===== config.mk =====
export PLATFORM = sky130hd
export DESIGN_NAME = capture_scheduler
export DESIGN_NICKNAME = d
export VERILOG_FILES = /design/src/rtl/capture_pkg.sv /design/src/rtl/trig_sync_edge.sv /design/src/rtl/capture_scheduler.sv
export SDC_FILE = /design/constraint.sdc
export NUM_CORES = 1
export LEC_CHECK = 0
export BUFFER_PORTS_ARGS = -buffer_cell sky130_fd_sc_hd__buf_2
export CORE_MARGIN = 10
export CORE_UTILIZATION = 25
export CTS_CLUSTER_DIAMETER = 60
export CTS_CLUSTER_SIZE = 16
export DETAILED_ROUTE_END_ITERATION = 6
export HOLD_SLACK_MARGIN = 0.03
export SLEW_MARGIN = 5
export SYNTH_ARGS = -nofsm -noshare
export SYNTH_HDL_FRONTEND = slang
export SYNTH_HIERARCHICAL = 1
export SYNTH_SLANG_ARGS = --single-unit

===== constraint.sdc =====
create_clock -name clk_in -period 5.7 [get_ports clk_in]
set_clock_uncertainty 0.15 [all_clocks]
set_input_delay 0 -clock clk_in [delete_from_list [all_inputs] [get_ports clk_in]]
set_output_delay 0 -clock clk_in [all_outputs]
set_load 0.01 [all_outputs]

===== src/rtl/capture_pkg.sv =====
// Shared types and defaults for the line-sensor capture scheduler.
package capture_pkg;

  typedef enum logic [2:0] {
    IDLE,
    ARMED,
    START,
    CAPTURE,
    DONE
  } cap_state_t;

  localparam int CAPTURE_CYCLES = 577;
  // Slot floor leaves a small handoff margin after a full capture.
  localparam int DEF_MIN_PERIOD = CAPTURE_CYCLES + 23;
  localparam int DEF_TIMEOUT_CYC = 1024;

endpackage


===== src/rtl/trig_sync_edge.sv =====
// Two-flop synchronizer for an asynchronous input followed by a registered
// rising-edge pulse; the pulse appears three clocks after the input edge.
module trig_sync_edge (
  input  logic clk_in,
  input  logic rst_n,
  input  logic async_in,
  output logic rise_pulse
);

  logic sync1_reg;
  logic sync2_reg;
  logic prev_reg;
  logic pulse_reg;

  always_ff @(posedge clk_in or negedge rst_n) begin
    if (!rst_n) begin
      sync1_reg <= 1'b0;
      sync2_reg <= 1'b0;
      prev_reg  <= 1'b0;
      pulse_reg <= 1'b0;
    end else begin
      sync1_reg <= async_in;
      sync2_reg <= sync1_reg;
      prev_reg  <= sync2_reg;
      pulse_reg <= sync2_reg && !prev_reg;
    end
  end

  assign rise_pulse = pulse_reg;

endmodule


===== src/rtl/capture_scheduler.sv =====
// Capture slot scheduler with ping-pong line-buffer ownership tracking.
// Define CAPTURE_TIMEOUT_EN to enable the CAPTURE-state watchdog.
module capture_scheduler
  import capture_pkg::*;
#(
  parameter int PERIOD_W    = 16,
  parameter int MIN_PERIOD  = DEF_MIN_PERIOD,
  parameter int CNT_W       = 16,
  parameter int TIMEOUT_CYC = DEF_TIMEOUT_CYC
) (
  input  logic                clk_in,
  input  logic                rst_n,
  input  logic                enable,
  input  logic                mode,
  input  logic                ext_trig,
  input  logic [PERIOD_W-1:0] period,
  input  logic                capture_complete,
  input  logic [1:0]          buf_free,
  input  logic                err_clr,
  output logic                start_capture,
  output logic                buf_sel,
  output logic                frame_ready,
  output logic                frame_buf,
  output logic [CNT_W-1:0]    frame_count,
  output logic [CNT_W-1:0]    drop_count,
  output logic                overrun,
  output logic                timeout_err,
  output logic                busy
);

  localparam logic [PERIOD_W-1:0] MIN_P = PERIOD_W'(MIN_PERIOD);

  cap_state_t          state_reg, state_next;
  logic [PERIOD_W-1:0] cnt_reg;
  logic [PERIOD_W-1:0] load_val;
  logic                buf_sel_reg;
  logic                last_buf_reg;
  logic                frame_buf_reg;
  logic                overrun_reg;
  logic [1:0]          held_reg;
  logic [1:0]          held_next;
  logic [CNT_W-1:0]    frame_count_reg;
  logic [CNT_W-1:0]    drop_count_reg;
  logic                ext_pulse;
  logic                tick_per;
  logic                tick;
  logic                pick_buf;
  logic                any_free;
  logic                launch;
  logic                drop_evt;
  logic                timeout_hit;

  trig_sync_edge u_ext_sync (
    .clk_in     (clk_in),
    .rst_n      (rst_n),
    .async_in   (ext_trig),
    .rise_pulse (ext_pulse)
  );

  assign load_val = (period < MIN_P) ? (MIN_P - PERIOD_W'(1)) : (period - PERIOD_W'(1));
  assign tick_per = enable && !mode && (state_reg != IDLE) && (cnt_reg == '0);
  assign tick     = mode ? (enable && ext_pulse) : tick_per;

  // The slot counter free-runs through START/CAPTURE/DONE so slots stay on a
  // fixed grid; it only reloads from IDLE, when paused, or on its own tick.
  always_ff @(posedge clk_in or negedge rst_n) begin
    if (!rst_n) begin
      cnt_reg <= '0;
    end else if (!enable || mode || (state_reg == IDLE) || (cnt_reg == '0)) begin
      cnt_reg <= load_val;
    end else begin
      cnt_reg <= cnt_reg - PERIOD_W'(1);
    end
  end

  assign any_free = ~&held_reg;
  assign pick_buf = held_reg[~last_buf_reg] ? last_buf_reg : ~last_buf_reg;

`ifdef CAPTURE_TIMEOUT_EN
  localparam int WD_W = $clog2(TIMEOUT_CYC + 1);

  logic [WD_W-1:0] wd_reg;
  logic            timeout_err_reg;

  assign timeout_hit = (state_reg == CAPTURE) && (wd_reg == WD_W'(TIMEOUT_CYC - 1));

  always_ff @(posedge clk_in or negedge rst_n) begin
    if (!rst_n) begin
      wd_reg          <= '0;
      timeout_err_reg <= 1'b0;
    end else begin
      wd_reg          <= (state_reg == CAPTURE) ? (wd_reg + WD_W'(1)) : '0;
      timeout_err_reg <= (timeout_hit && !capture_complete) || (timeout_err_reg && !err_clr);
    end
  end

  assign timeout_err = timeout_err_reg;
`else
  assign timeout_hit = 1'b0;
  assign timeout_err = 1'b0;
`endif

  always_comb begin
    state_next = state_reg;
    launch     = 1'b0;
    drop_evt   = 1'b0;
    case (state_reg)
      IDLE: begin
        if (enable) state_next = ARMED;
      end
      ARMED: begin
        if (!enable) begin
          state_next = IDLE;
        end else if (tick) begin
          if (any_free) begin
            launch     = 1'b1;
            state_next = START;
          end else begin
            drop_evt = 1'b1;
          end
        end
      end
      START: begin
        drop_evt   = tick;
        state_next = CAPTURE;
      end
      CAPTURE: begin
        drop_evt = tick;
        if (capture_complete) begin
          state_next = DONE;
        end else if (timeout_hit) begin
          state_next = enable ? ARMED : IDLE;
        end
      end
      DONE: begin
        drop_evt   = tick;
        state_next = enable ? ARMED : IDLE;
      end
      default: state_next = IDLE;
    endcase
  end

  // A buffer marked held by DONE stays held even if released that same cycle.
  genvar gi;
  generate
    for (gi = 0; gi < 2; gi++) begin : g_buf
      assign held_next[gi] = ((state_reg == DONE) && (buf_sel_reg == 1'(gi))) ||
                             (held_reg[gi] && !buf_free[gi]);
    end
  endgenerate

  always_ff @(posedge clk_in or negedge rst_n) begin
    if (!rst_n) begin
      state_reg       <= IDLE;
      buf_sel_reg     <= 1'b0;
      last_buf_reg    <= 1'b1;
      frame_buf_reg   <= 1'b0;
      held_reg        <= 2'b00;
      frame_count_reg <= '0;
      drop_count_reg  <= '0;
      overrun_reg     <= 1'b0;
    end else begin
      state_reg <= state_next;
      held_reg  <= held_next;
      if (launch) buf_sel_reg <= pick_buf;
      if ((state_reg == CAPTURE) && capture_complete) frame_buf_reg <= buf_sel_reg;
      if (state_reg == DONE) begin
        last_buf_reg    <= buf_sel_reg;
        frame_count_reg <= frame_count_reg + CNT_W'(1);
      end
      overrun_reg <= drop_evt || (overrun_reg && !err_clr);
      if (drop_evt) begin
        if (drop_count_reg != '1) drop_count_reg <= drop_count_reg + CNT_W'(1);
      end else if (err_clr) begin
        drop_count_reg <= '0;
      end
    end
  end

  assign start_capture = (state_reg == START);
  assign frame_ready   = (state_reg == DONE);
  assign busy          = (state_reg == START) || (state_reg == CAPTURE) || (state_reg == DONE);
  assign buf_sel       = buf_sel_reg;
  assign frame_buf     = frame_buf_reg;
  assign frame_count   = frame_count_reg;
  assign drop_count    = drop_count_reg;
  assign overrun       = overrun_reg;

endmodule


==> results of run 1 <==
Yosys cell counts, types with 3 or more instances:
cell       n
nand3_1   19
o22ai_1    4
xor2_1    14
nand4_1   11
clkbuf_1   4
nor2_1    29
xnor2_1   25
nor3_1    13
o21ai_0   14
o211ai_1   3
nor4_1     8
ha_1       5
and3_1     6
a31o_2     3
or4_1      4
a31oi_1    4
dfrtp_1   60
a21oi_1   13
inv_1     15
nand2_1   33
nand2b_1   5
buf_2      5
or3_1      8
buf_4      3
power groups by stage:
stage                     Clock [mW]  Combinational, mW  Sequential (mW)
after floorplan                    0             0.0843            0.511
after global placement             0              0.142            0.512
after detailed placement           0              0.146            0.514
after CTS                      0.562              0.162            0.507
after global routing           0.581              0.182            0.512
final                          0.550              0.159            0.507
worst max path at each step:
stage	from	endpoint	slack [ns]
after global placement	cnt_reg[0]	cnt_reg[9]	3.25
final	cnt_reg[0]	cnt_reg[15]	2.74
after detailed placement	cnt_reg[0]	cnt_reg[12]	3.10
after floorplan	drop_count[0]	drop_count[0]	3.58
after global routing	cnt_reg[0]	cnt_reg[15]	2.45
after CTS	cnt_reg[0]	cnt_reg[15]	2.75
cell type report:
type / instances / area, um2 / share of cell area
clock buffer: 11 / 253 / 0.0566
clock inverter: 4 / 47.5 / 0.0107
inverter: 16 / 60.1 / 0.0135
multi-input combinational: 270 / 1750 / 0.392
sequential: 61 / 1530 / 0.342
tap: 176 / 220 / 0.0493
timing repair buffer: 92 / 608 / 0.136
worst max-delay path: stages (launching register included):
cell	delay [ns]
dfrtp_1	0.39
inv_1	0.10
ha_1	0.14
nor4b_1	0.35
nand4_1	0.20
nand2b_1	0.67
nand3_1	0.17
dlygate4sd3_1	0.61
o21ai_0	0.07
per-stage QoR:
| step | total power, mW | std cells | util | cell area [um2] | setup WS, ns |
|---|---|---|---|---|---|
| floorplan | 0.595 | 359 | - | 3400 | 3.58 |
| global placement | 0.654 | 586 | 0.291 | 3870 | 3.25 |
| detailed placement | 0.660 | 586 | 0.291 | 3870 | 3.10 |
| CTS | 1.23 | 630 | 0.336 | 4460 | 2.75 |
| global route | 1.28 | 630 | 0.336 | 4460 | 2.45 |
| finish | 1.22 | 630 | 0.336 | 4460 | 2.74 |
layer usage:
layer	part of all wire	up-vias
met3	0.048	9
met4	0.018	0
met2	0.46	66
li1	-	1474
met1	0.47	1394
met5	0	-
cell usage in the layout, fill, tap and decap left out, types with 3 or more instances in the layout:
cell	count
o22ai_1	4
and3_1	6
a21oi_1	13
dlygate4sd3_1	29
or3_1	8
inv_1	15
nor3_1	13
a31o_2	3
o211ai_1	3
nand3_1	19
nand2_1	33
ha_1	5
xor2_1	14
a31oi_1	4
o21ai_0	14
nand2b_1	5
or4_1	4
xnor2_1	25
buf_2	62
nor4_1	8
nand4_1	11
dfrtp_1	60
nor2_1	29
clkbuf_16	9
cell families (layout without fill, tap and decap cells):
logic type / count (synthesis) / after routing / synth area share
DFF: 61 / 61 / 0.450
other: 1 / 1 / 0.00110
xor gates and xnor gates: 39 / 39 / 0.101
adders and majority gates: 5 / 5 / 0.0184
and+or+nand+nor: 159 / 159 / 0.261
muxes: 4 / 4 / 0.0125
AOI/OAI and AO/OA: 62 / 62 / 0.120
buffers and inverters: 28 / 123 / 0.0361
==> flow_summary.json, run 1 <==
{
  "grt_max_degree": 62,
  "worstPathArrival_ns": 3.04,
  "yosysSeqAreaShare": 0.450,
  "wire_per_inst_um": 13.7,
  "synth_nets": 389,
  "outcome": "completed",
  "critical_path_required_ns": 5.79,
  "fin_hold_ws_ns": 0.142,
  "finalHoldViolations": 0,
  "gp_congestion": 0.855,
  "grtUsageMet2": 0.152,
  "synth_area_leader_cell": "dfrtp_1",
  "busiest_layer": "met2",
  "antenna_cells": 0,
  "cts_tree": "yes",
  "min_to": "cnt_reg[5]",
  "h-tree-depth": 3,
  "worstHoldStart": "period[3]",
  "ff2ff_path_depth": 8,
  "dp_hpwl_um": 6330,
  "yosys_warnings": 6,
  "peakVddDrop_v": 0.000129,
  "synth.area.top_cells": "dfrtp_1 44%, xnor2_1 6.4%, nand2_1 3.6%, xor2_1 3.6%, nor2_1 3.2%",
  "yosysTopAreaCellShare": 0.442,
  "post_cts_buffers": 0,
  "ys_async_sr_fraction": 1.00,
  "die_h_um": 137,
  "grtUsageTotal": 0.0966,
  "area_delta_synth_final_pct": 31.4,
  "tightest_slew_ns": 1.08,
  "cts_made_buffers": 9,
  "fin_crit_sh": 0.519,
  "drive_above_1_share": 0.216,
  "dr.first_iter.drc_count": 268,
  "die_w_um": 137,
  "first_pass_iters": 4,
  "end_kind": "flop",
  "vias": 2943,
  "clockBufferDepth": 2,
  "rsz0062_at_grt": "false",
  "comb_power_share": 0.131,
  "synth_cells": 359,
  "seqPwrFrac": 0.417,
  "slew_headroom": 0.271,
  "final_nets": 480,
  "slew_viol_final": 0,
  "cts.sinks": 61,
  "post_cts_resized": 0,
  "clock_latency_ns": 0.33,
  "rows": 42,
  "wl_um": 8660,
  "hold_path_class": "in -> reg",
  "rr_endpoint": "cnt_reg[15]",
  "r2r_setup_slack_ns": 2.74,
  "viasPerCell": 4.67,
  "cts-root-buf": "clkbuf_16",
  "setup_viol": 0,
  "ctsHoldBuffers": 29,
  "core_area_mm2": 0.0133,
  "whs_path_depth": 6,
  "intPower_uw": 903,
  "p_per_area_mw_per_mm2": 272,
  "grt_pass1_vias": 3098,
  "drcViolationCount": 0,
  "gr-total-overflow": 0,
  "p_sw_frac": 0.257,
  "grt_util_met1": 0.118,
  "r2r_start": "cnt_reg[0]",
  "ys_dominant_reg_cell": "dfrtp_1",
  "cp-start-kind": "flop",
  "io_pins": 64,
  "clk_pin_slew_ns": 0.05,
  "synth.distinct_cells": 66,
  "timing.fmax_mhz": 338,
  "drtAntennaViolNets": 0,
  "fin_crit_ns": 2.96,
  "grt_first_pass_wirelength_um": 14700,
  "path_class": "reg -> reg",
  "ys_ff_latch": 61,
  "clock_power_share": 0.452,
  "start_util": 0.256,
  "synth_edf_count": 0,
  "grt_use_met3": 0.0279,
  "finalSetupTns_ns": 0,
  "netlist_area_mm2": 0.00340,
  "drv_cap": 0,
  "p_leak_nw": 1.95,
  "antenna_found_initial": 0,
  "fillers": 1370,
  "avgSynthCellArea_um2": 9.47,
  "io_buffers": 62,
  "cp_max_fo": 26,
  "power.switching_uw": 313,
  "dieArea_mm2": 0.0187
}
Note: power is estimated with default switching activity, not from simulation.
==> inputs of run 2 (changes only) <==
clock period = 2.95 ns   (was 5.7 ns; I/O delays follow)
==> flow_summary.json, run 2 (synthesized netlist as in run 1, its figures left out) <==
{
  "start_util": 0.256,
  "fin_crit_sh": 0.907,
  "cts_made_buffers": 9,
  "final_cell_mix": "62 x buf_2, 60 x dfrtp_1, 33 x nand2_1",
  "area_delta_synth_final_pct": 31.8,
  "h-tree-depth": 3,
  "fillers": 1314,
  "cp-start-kind": "flop",
  "gr-total-overflow": 0,
  "grt_max_degree": 35,
  "max_stage_delay_ns": 0.58,
  "rsz0062_at_grt": "false",
  "p_sw_frac": 0.276,
  "clock_latency_ns": 0.33,
  "crit_chain": "inv_1 -> ha_1 -> nor4b_1 -> nand4_1 -> nand2b_2 -> buf_4 -> nand3_1 -> dlygate4sd3_1 -> o21ai_0",
  "grt_first_pass_wirelength_um": 14400,
  "first_pass_iters": 5,
  "cts-root-buf": "clkbuf_16",
  "ff2ff_path_depth": 9,
  "io_pins": 64,
  "seqPwrFrac": 0.428,
  "whs_path_depth": 5,
  "clock_power_share": 0.434,
  "post-route-util": 0.337,
  "fin_hold_ws_ns": 0.0782,
  "die_w_um": 137,
  "place_area_mm2": 0.00390,
  "comb_power_share": 0.139,
  "hold_path_class": "in -> reg",
  "antenna_found_initial": 0,
  "finalHoldViolations": 0,
  "drive_above_1_share": 0.223,
  "grtUsageTotal": 0.0945,
  "path_class": "reg -> reg",
  "cp_max_fo": 13,
  "cts.sinks": 61,
  "p_leak_nw": 1.95,
  "rows": 42,
  "dieArea_mm2": 0.0187,
  "cts_tree": "yes",
  "end_kind": "flop",
  "wire_per_inst_um": 13.7,
  "dr.first_iter.drc_count": 243,
  "critical_path_required_ns": 3.05,
  "grt_pass1_vias": 2997,
  "drv_cap": 0,
  "slew_viol_final": 0,
  "power.switching_uw": 632,
  "setup_viol": 0,
  "p_per_area_mw_per_mm2": 510,
  "gp_congestion": 0.849,
  "drtAntennaViolNets": 0,
  "viasPerCell": 4.76,
  "layout_commonest_cell": "buf_2",
  "fin_area_mm2": 0.00448,
  "die_h_um": 137,
  "finalSetupTns_ns": 0,
  "final_nets": 482,
  "drcViolationCount": 0,
  "slew_headroom": 0.259,
  "intPower_mw": 1.65,
  "crit_slowest_cell": "dlygate4sd3_1",
  "multi_input_area_mm2": 0.00175,
  "wl_um": 8690,
  "core_area_mm2": 0.0133,
  "worstPathArrival_ns": 2.78,
  "dp_hpwl_um": 6310,
  "antenna_cells": 0,
  "outcome": "completed",
  "seqCellArea_mm2": 0.00153,
  "clockBufferDepth": 2,
  "timing.fmax_mhz": 374,
  "clk_pin_slew_ns": 0.05,
  "peakVddDrop_v": 0.000254,
  "vias": 3014,
  "fin_crit_ns": 2.68,
  "post_cts_buffers": 0,
  "io_buffers": 62,
  "tightest_slew_ns": 1.10
}
-- run 2: cell types whose count changed in the layout (fill, tap and decap cells not counted), sizes merged --
cell / previous run / this run
buf: 63 / 65
bufinv: 1 / 0
clkbuf: 11 / 10
clkinvlp: 1 / 2
inv: 15 / 17
-- run 2: power groups by stage --
stage | Combinational [mW] | Sequential (mW) | Clock [mW]
floorplan | 0.163 | 0.987 | 0
global placement | 0.282 | 0.991 | 0
detailed placement | 0.287 | 0.991 | 0
CTS | 0.320 | 0.977 | 1.02
global route | 0.351 | 0.988 | 1.06
finish | 0.317 | 0.978 | 0.992
-- run 2: metal layers --
layer,share of wire,vias up,global-route usage
met5,0,-,0
met1,0.47,1433,0.118
li1,-,1483,-
met2,0.46,84,0.147
met4,0.021,0,0.0420
met3,0.049,14,0.0290
-- run 2: repair_timing --
action,in CTS,in global routing
hold buffers,29,0
setup endpoints to repair,0,1
resized for setup,0,1
hold endpoints to repair,59,0
-- run 2: worst paths after layout --
kind                                      start  slack, ns                   end
max                                  cnt_reg[0]       0.27           cnt_reg[15]
min in group asynchronous                 rst_n       0.15        drop_count[12]
max in group asynchronous                 rst_n       1.80          last_buf_reg
min reg2reg                u_ext_sync/sync1_reg       0.20  u_ext_sync/sync2_reg
max reg2reg                          cnt_reg[0]       0.27           cnt_reg[15]
min                                   period[1]       0.08            cnt_reg[1]
-- run 2: worst max-delay path, delay by kind of cell (launching register included) --
kind                     cells  cell delay, ns
adder cells (fa/ha/maj)      1            0.15
AND/OR/NAND/NOR              4            0.95
flip-flops                   1            0.39
AO/OA/AOI/OAI                1            0.07
buffers and inverters        3            0.89
-- run 2: metrics by stage --
step	setup slack [ns]	std cells	power, mW
final	0.275	633	2.29
after global routing	0.0533	633	2.40
after CTS	0.118	633	2.32
after detailed placement	0.544	588	1.28
after global placement	0.600	588	1.27
after floorplan	0.833	359	1.15
-- run 2: cell type report --
| type | instances | share of cell area |
|---|---|---|
| Multi-Input combinational cell | 270 | 0.391 |
| Tap cell | 176 | 0.0492 |
| Clock inverter | 6 | 0.0103 |
| Timing Repair Buffer | 94 | 0.142 |
| Inverter | 16 | 0.0134 |
| Sequential cell | 61 | 0.341 |
| Clock buffer | 10 | 0.0534 |
